$ cat config.mk
export PLATFORM = sky130hd
export DESIGN_NAME = bp_me_cache_pkt_decoupler
export DESIGN_NICKNAME = d
export VERILOG_FILES = /design/src/rtl/bp_me_cache_pkt_decoupler.sv
export SDC_FILE = /design/constraint.sdc
export NUM_CORES = 1
export LEC_CHECK = 0
export ABC_AREA = 0
export CORE_ASPECT_RATIO = 2
export CORE_MARGIN = 5
export CORE_UTILIZATION = 40
export CTS_CLUSTER_SIZE = 10
export DETAILED_ROUTE_END_ITERATION = 6
export GPL_TIMING_DRIVEN = 0
export PLACE_DENSITY = 0.73
export SLEW_MARGIN = 10
export SYNTH_ARGS = -nofsm -noshare
export SYNTH_HDL_FRONTEND = slang
export SYNTH_SLANG_ARGS = --single-unit
$ cat constraint.sdc
create_clock -name clk_i -period 4.3 [get_ports clk_i]
set_clock_uncertainty 0.05 [all_clocks]
set_input_delay 0.86 -clock clk_i [delete_from_list [all_inputs] [get_ports clk_i]]
set_output_delay 0.86 -clock clk_i [all_outputs]
set_load 0.01 [all_outputs]
$ cat src/rtl/bp_me_cache_pkt_decoupler.sv
// ---------------------------------------------------------------------------
// bp_me_cache_pkt_decoupler
//
// Decouples the L2 cache controller's cache-side port from a bsg_cache
// instance. Outgoing cache packets are buffered in a small request FIFO.
// Returning cache data is buffered in a return-data FIFO. A credit counter
// limits the number of requests in flight, so the return-data FIFO can never
// overflow. The cache's data output can therefore always be accepted.
// Packets are carried opaquely and order is preserved on both paths.
//
// Ports
//   clk_i              clock
//   reset_n_i          asynchronous active-low reset (release is synchronized)
//   pkt_i/pkt_v_i      packet from the controller
//   pkt_yumi_o         packet consumed this cycle
//   data_o/data_v_o    return data toward the controller
//   data_yumi_i        controller consumed data_o
//   cache_pkt_o/_v_o   packet to bsg_cache
//   cache_pkt_yumi_i   cache consumed the packet
//   cache_data_i/_v_i  data from bsg_cache
//   cache_data_yumi_o  cache data consumed (always, once out of reset)
//   credits_used_o     requests accepted but not yet returned upstream
// ---------------------------------------------------------------------------

// Simple ready/valid FIFO with its head visible combinationally.
// Ports: data_i/v_i enqueue, yumi_i dequeue, data_o head, empty_o/full_o.
// Enqueue on full and dequeue on empty are ignored, so the pointers stay sane.
module bp_me_cache_pkt_decoupler_fifo #(
  parameter int width_p = 8,
  parameter int els_p   = 2
) (
  input  logic               clk_i,
  input  logic               reset_n_i,
  input  logic [width_p-1:0] data_i,
  input  logic               v_i,
  input  logic               yumi_i,
  output logic [width_p-1:0] data_o,
  output logic               empty_o,
  output logic               full_o
);

  localparam int ptr_w_lp = (els_p > 1) ? $clog2(els_p) : 1;
  localparam int cnt_w_lp = $clog2(els_p + 1);
  localparam logic [ptr_w_lp-1:0] last_lp = ptr_w_lp'(els_p - 1);
  localparam logic [cnt_w_lp-1:0] els_lp  = cnt_w_lp'(els_p);

  logic [width_p-1:0]  mem_reg [els_p];
  logic [ptr_w_lp-1:0] wr_ptr_reg, wr_ptr_next;
  logic [ptr_w_lp-1:0] rd_ptr_reg, rd_ptr_next;
  logic [cnt_w_lp-1:0] count_reg, count_next;
  logic                enq, deq;

  assign empty_o = (count_reg == '0);
  assign full_o  = (count_reg == els_lp);
  assign enq     = v_i & ~full_o;
  assign deq     = yumi_i & ~empty_o;

  // Pointers wrap explicitly, so a depth that is not a power of two works too.
  always_comb begin
    wr_ptr_next = wr_ptr_reg;
    rd_ptr_next = rd_ptr_reg;
    if (enq) wr_ptr_next = (wr_ptr_reg == last_lp) ? '0 : wr_ptr_reg + ptr_w_lp'(1);
    if (deq) rd_ptr_next = (rd_ptr_reg == last_lp) ? '0 : rd_ptr_reg + ptr_w_lp'(1);
    count_next = count_reg + cnt_w_lp'(enq) - cnt_w_lp'(deq);
  end

  always_ff @(posedge clk_i or negedge reset_n_i) begin
    if (!reset_n_i) begin
      wr_ptr_reg <= '0;
      rd_ptr_reg <= '0;
      count_reg  <= '0;
    end else begin
      wr_ptr_reg <= wr_ptr_next;
      rd_ptr_reg <= rd_ptr_next;
      count_reg  <= count_next;
    end
  end

  // Storage is not reset; only the pointers define what is valid.
  always_ff @(posedge clk_i) begin
    if (enq) mem_reg[wr_ptr_reg] <= data_i;
  end

  // The head is read combinationally. A write becomes visible the next cycle,
  // which gives the single-cycle latency through each path.
  assign data_o = mem_reg[rd_ptr_reg];

endmodule

module bp_me_cache_pkt_decoupler #(
  parameter int pkt_width_p  = 102,
  parameter int data_width_p = 64,
  parameter int els_p        = 4,
  parameter int req_els_p    = 2,
  localparam int credit_width_lp = $clog2(els_p + 1)
) (
  input  logic                       clk_i,
  input  logic                       reset_n_i,

  input  logic [pkt_width_p-1:0]     pkt_i,
  input  logic                       pkt_v_i,
  output logic                       pkt_yumi_o,

  output logic [data_width_p-1:0]    data_o,
  output logic                       data_v_o,
  input  logic                       data_yumi_i,

  output logic [pkt_width_p-1:0]     cache_pkt_o,
  output logic                       cache_pkt_v_o,
  input  logic                       cache_pkt_yumi_i,

  input  logic [data_width_p-1:0]    cache_data_i,
  input  logic                       cache_data_v_i,
  output logic                       cache_data_yumi_o,

  output logic [credit_width_lp-1:0] credits_used_o
);

  localparam logic [credit_width_lp-1:0] credit_max_lp = credit_width_lp'(els_p);

  logic [1:0]                 rst_sync_reg;
  logic                       rst_n_int;
  logic                       req_empty, req_full;
  logic                       data_empty, data_full;
  logic                       credit_inc, credit_dec;
  logic [credit_width_lp-1:0] credits_reg, credits_next;

  // Reset asserts immediately and releases two clocks after reset_n_i rises.
  // All internal state uses the synchronized reset.
  always_ff @(posedge clk_i or negedge reset_n_i) begin
    if (!reset_n_i) rst_sync_reg <= 2'b00;
    else            rst_sync_reg <= {rst_sync_reg[0], 1'b1};
  end
  assign rst_n_int = rst_sync_reg[1];

  // Request path. Acceptance depends only on pkt_v_i and registered state.
  // The credit check ensures that every accepted packet has room in the
  // return-data FIFO.
  assign pkt_yumi_o = pkt_v_i & rst_n_int & ~req_full & (credits_reg != credit_max_lp);

  bp_me_cache_pkt_decoupler_fifo #(
    .width_p (pkt_width_p),
    .els_p   (req_els_p)
  ) req_fifo (
    .clk_i     (clk_i),
    .reset_n_i (rst_n_int),
    .data_i    (pkt_i),
    .v_i       (pkt_yumi_o),
    .yumi_i    (cache_pkt_yumi_i),
    .data_o    (cache_pkt_o),
    .empty_o   (req_empty),
    .full_o    (req_full)
  );

  assign cache_pkt_v_o = ~req_empty;

  // Return path. Data is always taken, because credits guarantee that a
  // slot is available.
  assign cache_data_yumi_o = cache_data_v_i & rst_n_int;

  bp_me_cache_pkt_decoupler_fifo #(
    .width_p (data_width_p),
    .els_p   (els_p)
  ) data_fifo (
    .clk_i     (clk_i),
    .reset_n_i (rst_n_int),
    .data_i    (cache_data_i),
    .v_i       (cache_data_yumi_o),
    .yumi_i    (data_yumi_i),
    .data_o    (data_o),
    .empty_o   (data_empty),
    .full_o    (data_full)
  );

  assign data_v_o = ~data_empty;

  // Credits: a credit is held from packet acceptance until its data word is
  // consumed upstream. The count saturates at both ends instead of wrapping.
  assign credit_inc = pkt_yumi_o;
  assign credit_dec = data_v_o & data_yumi_i;

  always_comb begin
    credits_next = credits_reg;
    if (credit_inc & ~credit_dec) begin
      if (credits_reg != credit_max_lp) credits_next = credits_reg + credit_width_lp'(1);
    end else if (credit_dec & ~credit_inc) begin
      if (credits_reg != '0) credits_next = credits_reg - credit_width_lp'(1);
    end
  end

  always_ff @(posedge clk_i or negedge rst_n_int) begin
    if (!rst_n_int) credits_reg <= '0;
    else            credits_reg <= credits_next;
  end

  assign credits_used_o = credits_reg;

`ifndef SYNTHESIS
  a_data_yumi_without_v: assert property (@(posedge clk_i) disable iff (!rst_n_int)
    data_yumi_i |-> data_v_o)
    else $error("data_yumi_i asserted without data_v_o");

  a_cache_pkt_yumi_without_v: assert property (@(posedge clk_i) disable iff (!rst_n_int)
    cache_pkt_yumi_i |-> cache_pkt_v_o)
    else $error("cache_pkt_yumi_i asserted without cache_pkt_v_o");

  a_cache_data_on_full: assert property (@(posedge clk_i) disable iff (!rst_n_int)
    cache_data_v_i |-> ~data_full)
    else $error("cache_data_v_i while return-data FIFO is full");

  a_credit_overflow: assert property (@(posedge clk_i) disable iff (!rst_n_int)
    (credit_inc & ~credit_dec) |-> (credits_reg != credit_max_lp))
    else $error("credit counter overflow");

  a_credit_underflow: assert property (@(posedge clk_i) disable iff (!rst_n_int)
    (credit_dec & ~credit_inc) |-> (credits_reg != '0))
    else $error("credit counter underflow");
`endif

endmodule

Yosys cells after proc, flatten, opt, wreduce, memory -nomap -nowiden:

Memory sizes are Yosys's and may differ from the RTL's.
Cells that the tools add are included.
Widths: inputs -> output; s select.

* register bits: 16
* bits in writable memories: 460
* bits of input ports: 172
* output and inout bits: 173
* word-level logic and storage cells: 60
* memories kept: 2

* add/subtract/negate cells: 10
* eq/ne operators: 6
* multiplexer cells: 12
* bitwise gates (word level): 16
* reduce and logical (&&, ||, !) cells: 6

Memory list
* data_fifo.mem_reg: words 4, width 64, read ports 1, clocked after Yosys merged registers in 0, write ports 1, RTL line 47 `logic [width_p-1:0] mem_reg [els_p];`
* req_fifo.mem_reg: words 2, width 102, read ports 1, clocked after Yosys merged registers in 0, write ports 1, RTL line 47

Operator list (count)
* $mux 3: 4
* $and 1x1->1: 10
* $eq 2x2->1 const B: 3
* $mux 1: 6
* $not 1->1: 6
* $add 2x1->2 const B: 2
* $mux 2: 2
* $reduce_bool 2->1: 2
* $add 3x1->3: 1
* $add 3x1->3 const B: 1
* $eq 3x3->1 const B: 1
* $logic_not 3->1: 1
* $ne 3x3->1 const B: 1
* $reduce_and 3->1: 1
* $reduce_bool 3->1: 1
* $sub 3x1->3: 1
* $sub 3x1->3 const B: 1
* $add 1x1->1 const B: 2
* $add 2x1->2: 1
* $logic_not 2->1: 1
* $ne 2x1->1 const B: 1
* $sub 2x1->2: 1

Depth between registers and ports, before layout:

Gate-level depths: netlist of the first run.

* word-level depth: 8
* mapped depth: 10
* gate-level depth less buffers: 10

By module:

From an unflattened synthesis of the first run, not the netlist that was laid out.

* cells, all modules: 739
* area, all modules: 17543.1 µm²

By module, submodules not included
* bp_me_cache_pkt_decoupler_fifo at data_fifo: times used 1, cells an instance 373, area each 9666.8 µm², sequential area each 7862.5 µm²
* bp_me_cache_pkt_decoupler_fifo at req_fifo: times used 1, cells an instance 335, area each 7573.5 µm², sequential area each 6226.0 µm²
* bp_me_cache_pkt_decoupler: times used 1, cells an instance 31, area each 302.8 µm², sequential area each 125.1 µm²

Worst setup path before layout of the first run:

OpenSTA, ideal clock, no wires.

* path type: input-to-reg
* from: input port pkt_v_i
* to: memory req_fifo.mem_reg[0][0] (netlist bit), enable pin
* library setup time: 576 ps
* arrival time: 5775 ps
* required time: 3674 ps
* slack: -2101 ps
* stages: 3
* path buffers: 0
* cells stage by stage: nand2_1 a221oi_2 nor2b_1

* word-level cells in the longest chain between the ends: 6

RTL lines
* from (decl): RTL line 101 `input logic pkt_v_i,`
* $and 1x1->1 (3 in a row): RTL line 139 `assign pkt_yumi_o = pkt_v_i & rst_n_int & ~req_full & (credits_reg != credit_max_lp);`
* $and 1x1->1: RTL line 55 `assign enq = v_i & ~full_o;`
* named net req_fifo.enq: RTL line 51 `logic enq, deq;`
* $mux 1: RTL line 81 `if (enq) mem_reg[wr_ptr_reg] <= data_i;`
* $mux 1 (not written as such): RTL line 81
* to (decl): RTL line 47

The timed path passes the listed nets, and every way through them passes these cells.

Worst setup path after layout of the first run:

* from: register data_fifo.rd_ptr_reg[1]
* to: output port data_o[30]

* word-level cells in the longest chain between the ends: 1

RTL lines
* from (decl): RTL line 49 `logic [ptr_w_lp-1:0] rd_ptr_reg, rd_ptr_next;`
* from (signal assigned): RTL line 74 `rd_ptr_reg <= rd_ptr_next;`
* $mem_v2 4x64
* to (decl): RTL line 104 `output logic [data_width_p-1:0] data_o,`

No other way between the ends.

==> results of run 1 <==
-- critical path, delay by kind of cell, from the launching register on --
kind	cells	cell delay, ns
buffers and inverters	3	1.27
flip-flops	1	0.39
multiplexers	1	0.38
-- power breakdown --
part           internal [uW]  switching [uW]  leakage (uW)  total, uW
clock network           2240            1640      0.000705       3890
logic                   2470            2180       0.00262       4660
registers               5730             181       0.00437       5910
-- Yosys cell counts --
cell type / count
nor3_1: 1
o22ai_1: 1
nand2_1: 5
edfxtp_1: 460
nand2_2: 1
a21boi_2: 1
mux4_2: 64
buf_2: 19
or2_1: 1
xnor2_1: 4
mux2_1: 105
mux2i_1: 1
a221oi_1: 1
o221a_1: 1
ha_1: 10
o21ai_2: 1
nor2_2: 1
o21ai_1: 1
clkbuf_1: 1
or4_1: 1
nor2b_1: 2
buf_6: 4
nor2_1: 5
inv_1: 9
dfrtp_1: 16
mux2_2: 1
a221oi_2: 1
buf_4: 1
xor2_1: 3
conb_1: 1
inv_2: 1
and2_1: 7
fa_1: 2
or3_1: 1
-- per-stage QoR --
step	hold WS (ns)	setup TNS, ns	worst slack, ns
floorplan	0.1375	0	0.1362
global placement	0.2281	-441.57	-1.830
detailed placement	0.2369	0	0.5857
CTS	0.2299	0	0.6497
global route	0.2747	0	0.6293
finish	0.2107	0	0.8009
-- per-layer routing --
metal / routed length [um] / track usage (%)
met1: 12530 / 15.91
met2: 21470 / 29.76
met3: 3553 / 5.025
met4: 1493 / 6.649
met5: 0 / 0
-- kinds of logic after synthesis --
logic type,after synthesis
AOI/OAI and AO/OA,7
buffers and inverters,35
muxes,171
other,1
DFF,476
and+or+nand+nor,25
xor gates and xnor gates,7
adders and majority gates,12
-- cell type report --
type / count / area, um2 / share of cell area (%)
multi-input cells: 223 / 3093 / 13.27
diodes: 6 / 15.01 / 0.06444
well taps: 550 / 688.2 / 2.953
flip-flops and latches: 476 / 14210 / 61.00
inverters: 10 / 37.54 / 0.1611
clock buffers: 72 / 1398 / 5.998
repair buffers: 352 / 3641 / 15.63
clock inverters: 4 / 63.81 / 0.2739
plain buffers: 25 / 151.4 / 0.6497
-- final timing paths --
kind | slack (ns) | end | startpoint | cells past startpoint
worst min-delay path | 0.21 | req_fifo.count_reg[1] | rst_sync_reg[1] | 0
max in group asynchronous | 3.57 | data_fifo.rd_ptr_reg[1] | rst_sync_reg[1] | 0
min in group clk_i | 0.30 | rst_sync_reg[1] | rst_sync_reg[0] | 0
worst max-delay path | 0.80 | data_o[30] | data_fifo.rd_ptr_reg[1] | 4
worst min register to register | 0.21 | req_fifo.count_reg[1] | rst_sync_reg[1] | 0
worst max register to register | 1.11 | req_fifo.mem_reg[0][34] | rst_sync_reg[1] | 6
==> results.cfg, run 1 <==
[global_route]
gr-total-overflow = 0
antenna_found_initial = 6
grt_pass1_vias = 9556
grt_pass1_wl_um = 57680
grt.total_usage_pct = 15.94
grt_start_max_net_pins = 57

[clock_network]
cts.clk_slew.worst_paths_ns = 0.06
cts.sinks = 476
cts_tree = yes
cts_buffers = 53
clkLatencyLatePin_ns = 0.56
htree_levels = 2
cts_resized = 0
cts_hold_buffers = 0
cts_setup_buffers = 0
cts-root-buf = clkbuf_16
cts_buffer_depth = 3

[critical_path]
crit_type = reg2out
slowest_stage = clkdlybuf4s50_1
worstPathCellList = buf_2, buf_2, mux4_2, clkdlybuf4s50_1
path_max_fanout = 10
cp_slowest_stage_delay_ns = 0.54
arrival_ns = 2.59
startpoint_type = register
crit_required_ns = 3.39
cp-end-kind = primary output
critPathMostFrequentCell = buf_2

[place]
finalWeightedCongestion = 0.7390
hpwl_um = 27610
place_inst = 1636
portBuffers = 344
dpl-instance-area_mm2 = 0.02182

[power]
p_total_uw = 14450
ir_drop_v = 0.0004656
p_per_area_mw_per_mm2 = 620.2
p_leak_uw = 0.007692

[worst_hold_path]
hold_path_class = reg2async

[synthesis]
synthTopCellsByArea = edfxtp_1 (79%), mux4_2 (8.2%), mux2_1 (6.8%)
yosysSeqAreaShare_pct = 81.33
yosysWarnings = 0
synthMuxAreaShare_pct = 15.14
synthCells = 734
synth_top_cell_by_area = edfxtp_1
synth_area_mm2 = 0.01748
synthSimpleGateAreaFrac_pct = 0.7518
synth_xor_area_share_pct = 0.3508
syn-num-nets = 918
ys_types = 34
yosys.area.top_type_share_pct = 79.04
synth-seq-cells = 476
synth-adder-area-share_pct = 0.9451
synth-compound-area-share_pct = 0.3795
avgSynthCellArea_um2 = 23.81
synth_top_family_by_area = multiplexers

[finish]
stdcell_count = 1718
largest_reg_flops = 256
final_common_cell = edfxtp_1
fin_util_pct = 53.72
n_fill_cell = 3326
nNetsFinal = 1325
syn_to_final_growth_pct = 33.34
layout_common_cells = edfxtp_1 (460), clkdlybuf4s50_1 (344), mux2_1 (105)
design_area_mm2 = 0.02330
drive_above_1_share_pct = 14.29

[sta]
fmax_mhz = 285.8
setup_violations = 0
post-route-period-util_pct = 81.37
relSlewSlack_pct = 46.14
finalHoldViolCount = 0
tightest_slew_ns = 0.8062
grt_setup_unrepaired = false
layout_min_cycle_time_ns = 3.499
drv_slew = 0

[run]
maxCapViolCount = 0

[floorplanning]
std_cell_rows = 108
io_pins = 345
die_w_um = 157.8
die-area_mm2 = 0.04822
dieHeight_um = 305.6
core_mm2 = 0.04338
start_util_pct = 40.29

[route]
ant_nets = 0
drc_errors = 0
vias = 8561
dr.pass1.iters = 4
via_per_inst = 4.983
totalWireLength_um = 39050
drt_iter0_drc = 382
wire_per_inst_um = 22.73

[status]
status = finished, final reports clean
Power figures use the tool's default switching activity.
==> run 2, diff against run 1 <==
--- a/config.mk
+++ b/config.mk
@@ -12,7 +12,7 @@
 export CTS_CLUSTER_SIZE = 10
 export DETAILED_ROUTE_END_ITERATION = 6
 export GPL_TIMING_DRIVEN = 0
-export PLACE_DENSITY = 0.73
+export PLACE_DENSITY = 0.76
 export SLEW_MARGIN = 10
 export SYNTH_ARGS = -nofsm -noshare
 export SYNTH_HDL_FRONTEND = slang
==> constraint.sdc (replaced) <==
create_clock -name clk_i -period 3.02 [get_ports clk_i]
set_clock_uncertainty 0.05 [all_clocks]
set_input_delay 0.604 -clock clk_i [delete_from_list [all_inputs] [get_ports clk_i]]
set_output_delay 0.604 -clock clk_i [all_outputs]
set_load 0.01 [all_outputs]
==> run 2 against run 1 <==
Against the previous run: sequential share of layout area is 0.29 points lower; first-iteration DRC count is 12% lower; sequential power grew 43%; utilization up 0.27 points; largest power group unchanged; worst setup slack got worse by 0.72 ns; clock power is 44% higher; flip-flop and latch count unchanged; register-to-register slack got worse by 0.84 ns; routed wire length rose by 0.77%.
==> results.cfg, run 2 (synthesized netlist as in run 1, its figures left out) <==
[sta]
tightest_slew_ns = 0.6667
layout_min_cycle_time_ns = 2.936
relSlewSlack_pct = 55.55
grt_setup_unrepaired = true
finalHoldViolCount = 0
drv_slew = 0
setup_violations = 0
fin_setup_tns_ns = 0
fmax_mhz = 340.6
post-route-period-util_pct = 97.22

[global_route]
grt_pass1_vias = 9594
busiest_layer = met2
antenna_found_initial = 7
grt_pass1_wl_um = 58110
gr-total-overflow = 0
grt.total_usage_pct = 16.13
grt_use_met1_pct = 16.31
use_met3_pct = 4.615
grt_start_max_net_pins = 58
met2_usage_pct = 30.27

[route]
drt_iter0_drc = 338
via_per_inst = 4.991
dr.pass1.iters = 4
drc_errors = 0
ant_nets = 0
totalWireLength_um = 39350
wire_per_inst_um = 22.88
vias = 8585

[finish]
final_common_cell = edfxtp_1
largest_reg_flops = 256
fin_util_pct = 53.99
drive_above_1_share_pct = 15.00
layout_common_cells = edfxtp_1 (460), clkdlybuf4s50_1 (278), mux2_1 (105)
nNetsFinal = 1329
stdcell_count = 1720
syn_to_final_growth_pct = 34.02

[clock_network]
cts_buffers = 53
cts.clk_slew.worst_paths_ns = 0.06
cts.sinks = 476
cts_buffer_depth = 3
cts-root-buf = clkbuf_16
cts_hold_buffers = 0
cts_tree = yes
clkLatencyLatePin_ns = 0.57
htree_levels = 2

[power]
p_per_area_mw_per_mm2 = 876.2
p_leak_uw = 0.007871
p_total_uw = 20520
ir_drop_v = 0.0006110

[worst_hold_path]
hold_path_class = reg2async

[critical_path]
cp-end-kind = primary output
path_max_fanout = 10
startpoint_type = register
crit_required_ns = 2.37
crit_type = reg2out
arrival_ns = 2.28

[floorplanning]
die-area_mm2 = 0.04822
io_pins = 345
std_cell_rows = 108
dieHeight_um = 305.6
core_mm2 = 0.04338
start_util_pct = 40.29
die_w_um = 157.8

[place]
place_inst = 1637
finalWeightedCongestion = 0.7441
hpwl_um = 27610
portBuffers = 344

[run]
maxCapViolCount = 0

[status]
status = finished, final reports clean
-- run 2: what timing repair did --
item                                    4_1_cts  5_1_grt
endpoints found under the setup margin      135        8
endpoints found under the hold margin         0        0
setup buffers                                 3        0
pin swaps                                     0        0
resized for setup                            96        2
-- run 2: path summary, 6_finish.rpt --
path | startpoint | to | slack, ns | cells past startpoint
worst max-delay path | req_fifo.rd_ptr_reg | cache_pkt_o[66] | 0.08 | 4
worst min-delay path | rst_sync_reg[1] | credits_used_o[0] | 0.12 | 0
worst max register to register | rst_sync_reg[1] | req_fifo.mem_reg[0][85] | 0.27 | 6
worst min register to register | rst_sync_reg[1] | credits_used_o[0] | 0.12 | 0
max in group asynchronous | rst_sync_reg[1] | data_fifo.rd_ptr_reg[0] | 2.59 | 0
min in group clk_i | rst_sync_reg[0] | rst_sync_reg[1] | 0.30 | 0
-- run 2: layout make-up --
type                       instances  area (um2)
tap                              550       688.2
fill                            3338       19960
sequential                       476       14220
multi-input combinational        223        3099
clock inverter                     3       66.31
inverter                          10       37.54
clock buffer                      74        1425
buffer                            25       245.2
timing repair buffer             356        3632
antenna                            3       7.507
-- run 2: layer usage --
layer / vias to the layer above / wire (um)
li1: 3838 / -
met2: 303 / 21920
met3: 86 / 3016
met4: 10 / 1582
met5: - / 69
met1: 4348 / 12770
-- run 2: stage by stage --
step | setup WS, ns | cell area, um2 | hold WS, ns
2_1_floorplan | -0.03430 | 17490 | 0.08053
3_3_place_gp | -1.466 | 21620 | 0.1300
3_5_place_dp | -0.2891 | 21860 | 0.1312
4_1_cts | 0.003883 | 23400 | 0.1030
5_1_grt | -0.01189 | 23420 | 0.1179
6_report | 0.08381 | 23420 | 0.1204
-- run 2: worst max-delay path: stages (launching register included) --
cell and delay [ns]:
dfrtp_1 0.41, buf_6 0.20, buf_4 0.22, mux2_1 0.38
clkdlybuf4s50_1 0.50
-- run 2: where the power goes --
group	switching (uW)	internal (uW)	leakage [uW]	total (uW)
Sequential	277	8160	0.00437	8430
Clock	2360	3250	0.000718	5610
Combinational	3110	3360	0.00279	6480
==> run 3, diff against run 2 <==
--- a/config.mk
+++ b/config.mk
@@ -13,6 +13,7 @@
 export DETAILED_ROUTE_END_ITERATION = 6
 export GPL_TIMING_DRIVEN = 0
 export PLACE_DENSITY = 0.76
+export SKIP_LAST_GASP = 1
 export SLEW_MARGIN = 10
 export SYNTH_ARGS = -nofsm -noshare
 export SYNTH_HDL_FRONTEND = slang
==> run 3 against run 2 <==
Against the previous run: the flow now finishes with violations (negative setup slack); non-clock buffer count is 1 higher; combinational power grew 2%; first-iteration DRC count down 3.3%; register-to-register slack about the same; critical endpoint is now data_o[35].
==> results.cfg, run 3 (synthesized netlist as in run 1, its figures left out) <==
[sta]
relSlewSlack_pct = 55.13
post-route-period-util_pct = 101.0
tightest_slew_ns = 0.6730
grt_setup_unrepaired = true
fmax_mhz = 327.8
hold_slack_ns = 0.1212
finalHoldViolCount = 0
drv_slew = 0
fin_ws_ns = -0.03084
fin_setup_tns_ns = -0.03084
setup_violations = 1
layout_min_cycle_time_ns = 3.051

[global_route]
grt_pass1_vias = 9589
grt_start_max_net_pins = 58
antenna_found_initial = 7
gr-total-overflow = 0
grt.total_usage_pct = 16.13
grt_pass1_wl_um = 58110

[critical_path]
critPathMostFrequentCell = buf_12
cp-end-kind = primary output
reg2reg_slack_ns = 0.27
arrival_ns = 2.40
cp_slowest_stage_delay_ns = 0.54
reg2reg_depth = 6
slowest_stage = mux4_2
crit_type = reg2out
crit_required_ns = 2.37
startpoint_type = register
worstPathCellList = buf_12, buf_12, mux4_2, clkdlybuf4s50_1
path_max_fanout = 10

[clock_network]
cts_tree = yes
cts_buffer_depth = 3
htree_levels = 2
cts-root-buf = clkbuf_16
cts.clk_slew.worst_paths_ns = 0.06
cts_hold_buffers = 0
cts_buffers = 53
cts.sinks = 476
clkLatencyLatePin_ns = 0.57

[worst_hold_path]
hold_path_class = reg2async

[finish]
largest_reg_flops = 256
fin_util_pct = 54.23
syn_to_final_growth_pct = 34.60
drive_above_1_share_pct = 15.07
final_common_cell = edfxtp_1
layout_common_cells = edfxtp_1 (460), clkdlybuf4s50_1 (279), mux2_1 (105)
nNetsFinal = 1330

[floorplanning]
core_mm2 = 0.04338
io_pins = 345
dieHeight_um = 305.6
die-area_mm2 = 0.04822
std_cell_rows = 108
start_util_pct = 40.29
die_w_um = 157.8

[route]
vias = 8587
via_per_inst = 4.990
dr.pass1.iters = 7
totalWireLength_um = 39440
drt_iter0_drc = 327
drc_errors = 0
wire_per_inst_um = 22.92
ant_nets = 0

[run]
maxCapViolCount = 0

[place]
finalWeightedCongestion = 0.7441
portBuffers = 344
hpwl_um = 27610

[status]
status = finished, violations left
violations = negative setup slack

[power]
p_per_area_mw_per_mm2 = 877.9
p_leak_uw = 0.008043
ir_drop_v = 0.0006195
==> run 3: cell types whose count changed in the layout (fill, tap and decap cells not counted), sizes merged <==
| cell | previous run | this run |
|---|---|---|
| dlymetal6s2s | 1 | 22 |
| dlygate4sd2 | 65 | 43 |
| clkdlybuf4s50 | 278 | 279 |
| buf | 36 | 37 |
==> run 3: area by class of cell <==
| cell class | count | area (um2) |
|---|---|---|
| buffer | 25 | 260.3 |
| timing repair buffer | 357 | 3720 |
| inverter | 10 | 37.54 |
| clock inverter | 3 | 66.31 |
| antenna | 3 | 7.507 |
| clock buffer | 74 | 1425 |
| fill | 3324 | 19850 |
| tap | 550 | 688.2 |
| sequential | 476 | 14220 |
| multi-input combinational | 223 | 3099 |
==> run 3: per-stage QoR <==
| step | worst slack [ns] | cell area, um2 | total power (uW) | std cells |
|---|---|---|---|---|
| after global placement | -1.466 | 21620 | 15150 | 1628 |
| after global routing | -0.1386 | 23520 | 21680 | 1720 |
| final | -0.03084 | 23520 | 20650 | 1721 |
| after floorplan | -0.03430 | 17490 | 11810 | 734 |
| after detailed placement | -0.2891 | 21860 | 15350 | 1637 |
| after CTS | -0.1958 | 23430 | 21050 | 1717 |
==> run 3: report_power, final <==
group / internal, uW / switching, uW / total (uW)
Sequential: 8160 / 275 / 8430
Clock: 3250 / 2370 / 5620
Combinational: 3470 / 3130 / 6600
Total: 14900 / 5780 / 20700
==> run 3: routing by layer <==
layer,vias up,GRT usage [%],share of wire [%]
met1,4326,16.31,32
li1,3844,-,-
met3,91,4.629,7.8
met5,-,0,0.17
met2,316,30.26,56
met4,10,6.629,4.1
==> run 3: timing repair <==
| item | CTS | global route |
|---|---|---|
| resized for setup | 73 | 28 |
| buffers inserted | 3 | 1 |
| pin swaps | 0 | 0 |
| endpoints found under the setup margin | 135 | 32 |
==> run 3: path summary, 6_finish.rpt <==
kind	end	startpoint
max	data_o[35]	data_fifo.rd_ptr_reg[0]
min	credits_used_o[0]	rst_sync_reg[1]
max reg2reg	req_fifo.mem_reg[0][85]	rst_sync_reg[1]
min reg2reg	credits_used_o[0]	rst_sync_reg[1]
max in group asynchronous	data_fifo.rd_ptr_reg[0]	rst_sync_reg[1]
min in group clk_i	rst_sync_reg[1]	rst_sync_reg[0]
==> run 3: worst max-delay path: cells and delay by family, from the launching register on <==
| family | cells | cell delay, ns |
|---|---|---|
| muxes | 1 | 0.54 |
| DFF | 1 | 0.45 |
| buffers and inverters | 3 | 0.83 |
